==> config.mk <==
export PLATFORM = sky130hd
export DESIGN_NAME = branch_resolve
export DESIGN_NICKNAME = d
export VERILOG_FILES = /design/src/rtl/branch_resolve.sv
export SDC_FILE = /design/constraint.sdc
export NUM_CORES = 1
export LEC_CHECK = 0
export BUFFER_PORTS_ARGS = -buffer_cell sky130_fd_sc_hd__buf_2
export CAP_MARGIN = 20
export CORE_UTILIZATION = 35
export DETAILED_ROUTE_END_ITERATION = 8
export GPL_TIMING_DRIVEN = 0
export HOLD_SLACK_MARGIN = 0.05
export SYNTH_ARGS = -nofsm -noshare
export SYNTH_HDL_FRONTEND = slang
export SYNTH_SLANG_ARGS = --single-unit
==> constraint.sdc <==
create_clock -name CLK -period 4.8 [get_ports CLK]
set_clock_uncertainty 0.15 [all_clocks]
set_input_delay 0.24 -clock CLK [delete_from_list [all_inputs] [get_ports CLK]]
set_output_delay 0.24 -clock CLK [all_outputs]
set_load 0.02 [all_outputs]
==> src/rtl/branch_resolve.sv <==
// branch_resolve: DLX ID-stage branch evaluation and fetch redirect; DLX_DELAY_SLOT_EN ties FLUSH low
module branch_resolve #(
   parameter int DPFLAG = 0,
   parameter     GROUP  = "AUTO"
) (
   input  logic        CLK,
   input  logic        RESET_N,
   input  logic        BR_VALID,
   input  logic [2:0]  BR_COND,
   input  logic [25:0] BR_OFFSET,
   input  logic [31:0] PC_PLUS4,
   input  logic        OPND_RDY,
   input  logic        A_LT,
   input  logic        A_LE,
   input  logic        A_GT,
   input  logic        A_GE,
   input  logic        A_EQ,
   input  logic        A_NE,
   input  logic        KILL,
   input  logic        REDIR_READY,
   output logic        BR_READY,
   output logic        REDIR_VALID,
   output logic [31:0] REDIR_PC,
   output logic        TAKEN,
   output logic        FLUSH,
   output logic        BR_ERR
);
   typedef enum logic [1:0] {IDLE, WAIT, REDIR} state_t;
   state_t      state_q, state_d;
   logic [2:0]  cond_q, cond_d, cond;
   logic [25:0] off_q, off_d, off;
   logic [31:0] pc4_q, pc4_d, pc4, redir_pc_q, redir_pc_d, target;
   logic        taken_q, taken_d, flush_q, flush_d, err_q, err_d, hit, accept;
   // Select live or latched branch fields, resolve the condition and form the target
   always_comb begin
      cond   = (state_q == WAIT) ? cond_q : BR_COND;
      off    = (state_q == WAIT) ? off_q : BR_OFFSET;
      pc4    = (state_q == WAIT) ? pc4_q : PC_PLUS4;
      hit    = (cond == 3'b000) ? A_EQ :
               (cond == 3'b001) ? A_NE :
               (cond == 3'b010) ? A_LT :
               (cond == 3'b011) ? A_LE :
               (cond == 3'b100) ? A_GT :
               (cond == 3'b101) ? A_GE :
               (cond == 3'b110);
      target = pc4 + ((cond == 3'b110) ? {{6{off[25]}}, off} : {{16{off[15]}}, off[15:0]});
      accept = !KILL && OPND_RDY && ((state_q == IDLE && BR_VALID) || state_q == WAIT);
   end
   // Next state, operand-wait latches and the one-cycle result pulses
   always_comb begin
      state_d    = state_q;
      cond_d     = cond_q;
      off_d      = off_q;
      pc4_d      = pc4_q;
      redir_pc_d = redir_pc_q;
      taken_d    = 1'b0;
      err_d      = 1'b0;
      case (state_q)
         IDLE: if (BR_VALID && !KILL && !OPND_RDY) begin
            state_d = WAIT;
            cond_d  = BR_COND;
            off_d   = BR_OFFSET;
            pc4_d   = PC_PLUS4;
         end
         WAIT: if (KILL) state_d = IDLE;
         REDIR: if (KILL || REDIR_READY) state_d = IDLE;
         default: state_d = IDLE;
      endcase
      if (accept) begin
         taken_d = hit;
         err_d   = (cond == 3'b111);
         state_d = hit ? REDIR : IDLE;
         if (hit) redir_pc_d = target;
      end
`ifdef DLX_DELAY_SLOT_EN
      flush_d = 1'b0;
`else
      flush_d = taken_d;
`endif
   end
   // State and output registers, cleared asynchronously
   always_ff @(posedge CLK or negedge RESET_N) begin
      if (!RESET_N) begin
         state_q    <= IDLE;
         cond_q     <= '0;
         off_q      <= '0;
         pc4_q      <= '0;
         redir_pc_q <= '0;
         taken_q    <= 1'b0;
         flush_q    <= 1'b0;
         err_q      <= 1'b0;
      end else begin
         state_q    <= state_d;
         cond_q     <= cond_d;
         off_q      <= off_d;
         pc4_q      <= pc4_d;
         redir_pc_q <= redir_pc_d;
         taken_q    <= taken_d;
         flush_q    <= flush_d;
         err_q      <= err_d;
      end
   end
   assign BR_READY    = accept;
   assign REDIR_VALID = (state_q == REDIR);
   assign REDIR_PC    = redir_pc_q;
   assign TAKEN       = taken_q;
   assign FLUSH       = flush_q;
   assign BR_ERR      = err_q;
endmodule

==> metrics.csv <==
metric;value;unit
status;finished clean;
period_needed;4.48;ns
clk_latency;0.36;ns
ys_types;58;
synth_area;6080;sq um
final_hold_viol_count;0;
core;16800;sq um
path_delay_family;compound AO/OA/AOI/OAI gates;
die_y;134;microns
vdd_drop_max;0.223;mV
wl_per_cell;16.0;microns
tns;0;ns
yosysTopAreaCell;dfrtp_1;
maxSlewViolCount;0;
viasPerCell;5.11;
fin_crit_sh;0.933;
power.internal;2160;uW
ys_seq_elements;97;
grt_setup_unrepaired;false;
path_class;flop to flop;
p_seq_frac;0.367;
cts-htree-levels;3;
cp_cell_sequence;nand2b_1 > buf_6 > buf_1 > mux2_2 > ha_1 > o21a_1 > o211ai_1 > a31o_2 > a31oi_1 > a31oi_1 > a2111oi_1 > nor4_1 > nand3b_1;
worstMarginPinSlew;0.791;ns
p_switching;1130;uW
postRouteAntennaNets;0;
async_reset_ff_frac;1.00;
endpoint_kind;flop;
cts.sinks;97;
nNetsFinal;868;
postCtsSetupBuffers;0;
setup_viol;0;
hold_path.class;primary input to flop;
cts_tree;yes;
drtPass1Iterations;5;
final.fill_count;1620;
syn_inst;578;
crit_top_cell;a31oi_1;
cts.path.max_buffers;2;
yosys_warnings;0;
clk_pin_slew_worst_paths;0.06;ns
antenna_cells;0;
synth_nets;683;
drt_iter0_markers;217;
initial_core_util;0.363;
area_delta_synth_final;30.6;%
num_rows;47;
report.power.total;3290;uW
dpl-instance-area;6930;sq um
swShare;0.344;
yosysMostFrequentCell;mux2_2;
hpwl;12100;microns
drc;0;
synthFlopType;dfrtp_1;
crit_fanout;18;
required;4.88;ns
num_vias;5048;
die_w;134;microns
cp_num_buf_inv;2;
leakage;0.00368;uW
grt_max_degree;72;
synthTopCellsByCount;mux2_2 (110), dfrtp_1 (97), nand2_1 (58), o21ai_0 (35), a21oi_1 (32);
io_buffers;109;
worstPathArrival;4.56;ns
synth_area_leaders;dfrtp_1 (40%), mux2_2 (20%), ha_1 (6.4%);
synth_top_area_share;0.399;
yosysSeqAreaShare;0.399;
cts-root-buf;clkbuf_16;
pwr-share-clk;0.265;
drive_above_1_share;0.326;
regArea;2430;sq um
start_kind;flop;
power_density;415;nW/um^2
grt_pass1_vias;5126;
synth-edff-count;0;
gp_congestion;0.875;
io_pins;110;
syn_area_per_cell;10.5;sq um
antenna_found_initial;0;
multiInputGateArea;3490;sq um
final_area;7940;sq um
grt-ovfl-total;0;
slew_headroom;0.470;
fmax;223;MHz
dieArea;17900;sq um
grt_pass1_wl;25800;microns
max_cap_viol_count;0;
wl;15800;microns
slowest_stage;a2111oi_1;
slowest_delay;0.66;ns
cts_buffers;9;
grt_use_total;0.185;
pwr-share-comb;0.368;
[state kept, by name, summed over array words and instances, names as in the netlist]
name,flops
BR_ERR,1
FLUSH,1
REDIR_PC,32
cond_q,3
off_q,26
pc4_q,32
state_q,2
[power by group through the flow]
stage / sequential (uW) / clock, uW / combinational [uW]
finish: 1210 / 873 / 1210
global route: 1240 / 931 / 1340
CTS: 1210 / 896 / 1220
detailed placement: 1220 / 0 / 1180
global placement: 1210 / 0 / 1150
floorplan: 1340 / 0 / 665
[logic make-up (layout without fill, tap and decap cells)]
| kind of cell | Yosys count | count (layout) | synth area share |
|---|---|---|---|
| buf+inv | 35 | 225 | 0.0267 |
| fa+ha+maj | 32 | 32 | 0.0671 |
| compound gates | 141 | 141 | 0.150 |
| xor+xnor | 19 | 19 | 0.0274 |
| simple gates | 128 | 128 | 0.0973 |
| flops | 97 | 97 | 0.399 |
| mux | 126 | 126 | 0.232 |
[what timing repair did]
item / in CTS / in global routing
setup endpoints to repair: 13 / 0
resized for setup: 2 / 0
hold buffers: 65 / 0
endpoints found under the hold margin: 89 / 0
[final timing paths]
kind / start / to / slack (ns) / depth (start not counted)
worst max-delay path: state_q[1]$_DFFE_PN0P_ / REDIR_PC[25]$_DFFE_PN0P_ / 0.32 / 13
worst min-delay path: KILL / state_q[1]$_DFFE_PN0P_ / 0.09 / 3
worst max register to register: state_q[1]$_DFFE_PN0P_ / REDIR_PC[25]$_DFFE_PN0P_ / 0.32 / 13
worst min register to register: REDIR_PC[30]$_DFFE_PN0P_ / REDIR_PC[30]$_DFFE_PN0P_ / 0.33 / 2
max in group asynchronous: RESET_N / pc4_q[17]$_DFFE_PN0P_ / 3.62 / 3
min in group asynchronous: RESET_N / off_q[3]$_DFFE_PN0P_ / 0.20 / 2
[metal layers]
layer / part of all wire / wire length (microns) / global-route usage
met5: 0 / 0 / 0
met4: 0.017 / 264 / 0.0455
met3: 0.058 / 916 / 0.0563
met2: 0.47 / 7450 / 0.307
met1: 0.45 / 7140 / 0.233
[final cells by class]
| type | count | share of cell area |
|---|---|---|
| clock buffer | 10 | 0.0288 |
| timing repair buffer | 175 | 0.154 |
| tap | 220 | 0.0347 |
| clock inverter | 6 | 0.0164 |
| multi-input combinational | 446 | 0.440 |
| buffer | 23 | 0.0147 |
| sequential | 97 | 0.306 |
| inverter | 11 | 0.00551 |
[metrics by stage]
stage	setup WS, ns	cells	hold slack [ns]	utilization
2_1_floorplan	0.705	578	-0.206	-
3_3_place_gp	-0.237	907	0.313	0.412
3_5_place_dp	-0.365	908	0.0366	0.414
4_1_cts	0.342	988	0.0807	0.474
5_1_grt	0.0499	988	0.0992	0.474
6_report	0.319	988	0.0930	0.474
[tightest hold or removal path, delay by kind of cell]
kind,cells,cell delay (ns)
buf+inv,1,0.11
compound gates,1,0.16
simple gates,1,0.05
[layout by cell type (no fill, tap or decap), types with 3 or more instances in the layout]
cell / count
a21o_1: 11
buf_1: 3
nand3b_1: 3
mux2i_1: 14
a211oi_1: 5
ha_1: 31
nor2_1: 20
a31oi_1: 12
o21ai_0: 35
and2_1: 4
inv_1: 10
o31ai_1: 5
nand3_1: 12
buf_2: 111
nor2b_1: 6
a221o_1: 3
clkbuf_1: 13
nand4_1: 5
bufinv_16: 4
and3_1: 3
xnor2_1: 13
buf_4: 4
a21oi_1: 32
dfrtp_1: 97
nor3_1: 7
xor2_1: 6
mux2_2: 110
o21bai_1: 6
dlygate4sd3_1: 65
nand2_1: 58
clkbuf_16: 9
o21a_1: 6
o211ai_1: 6
nand2b_1: 4
Note: power is estimated with default switching activity, not from simulation.
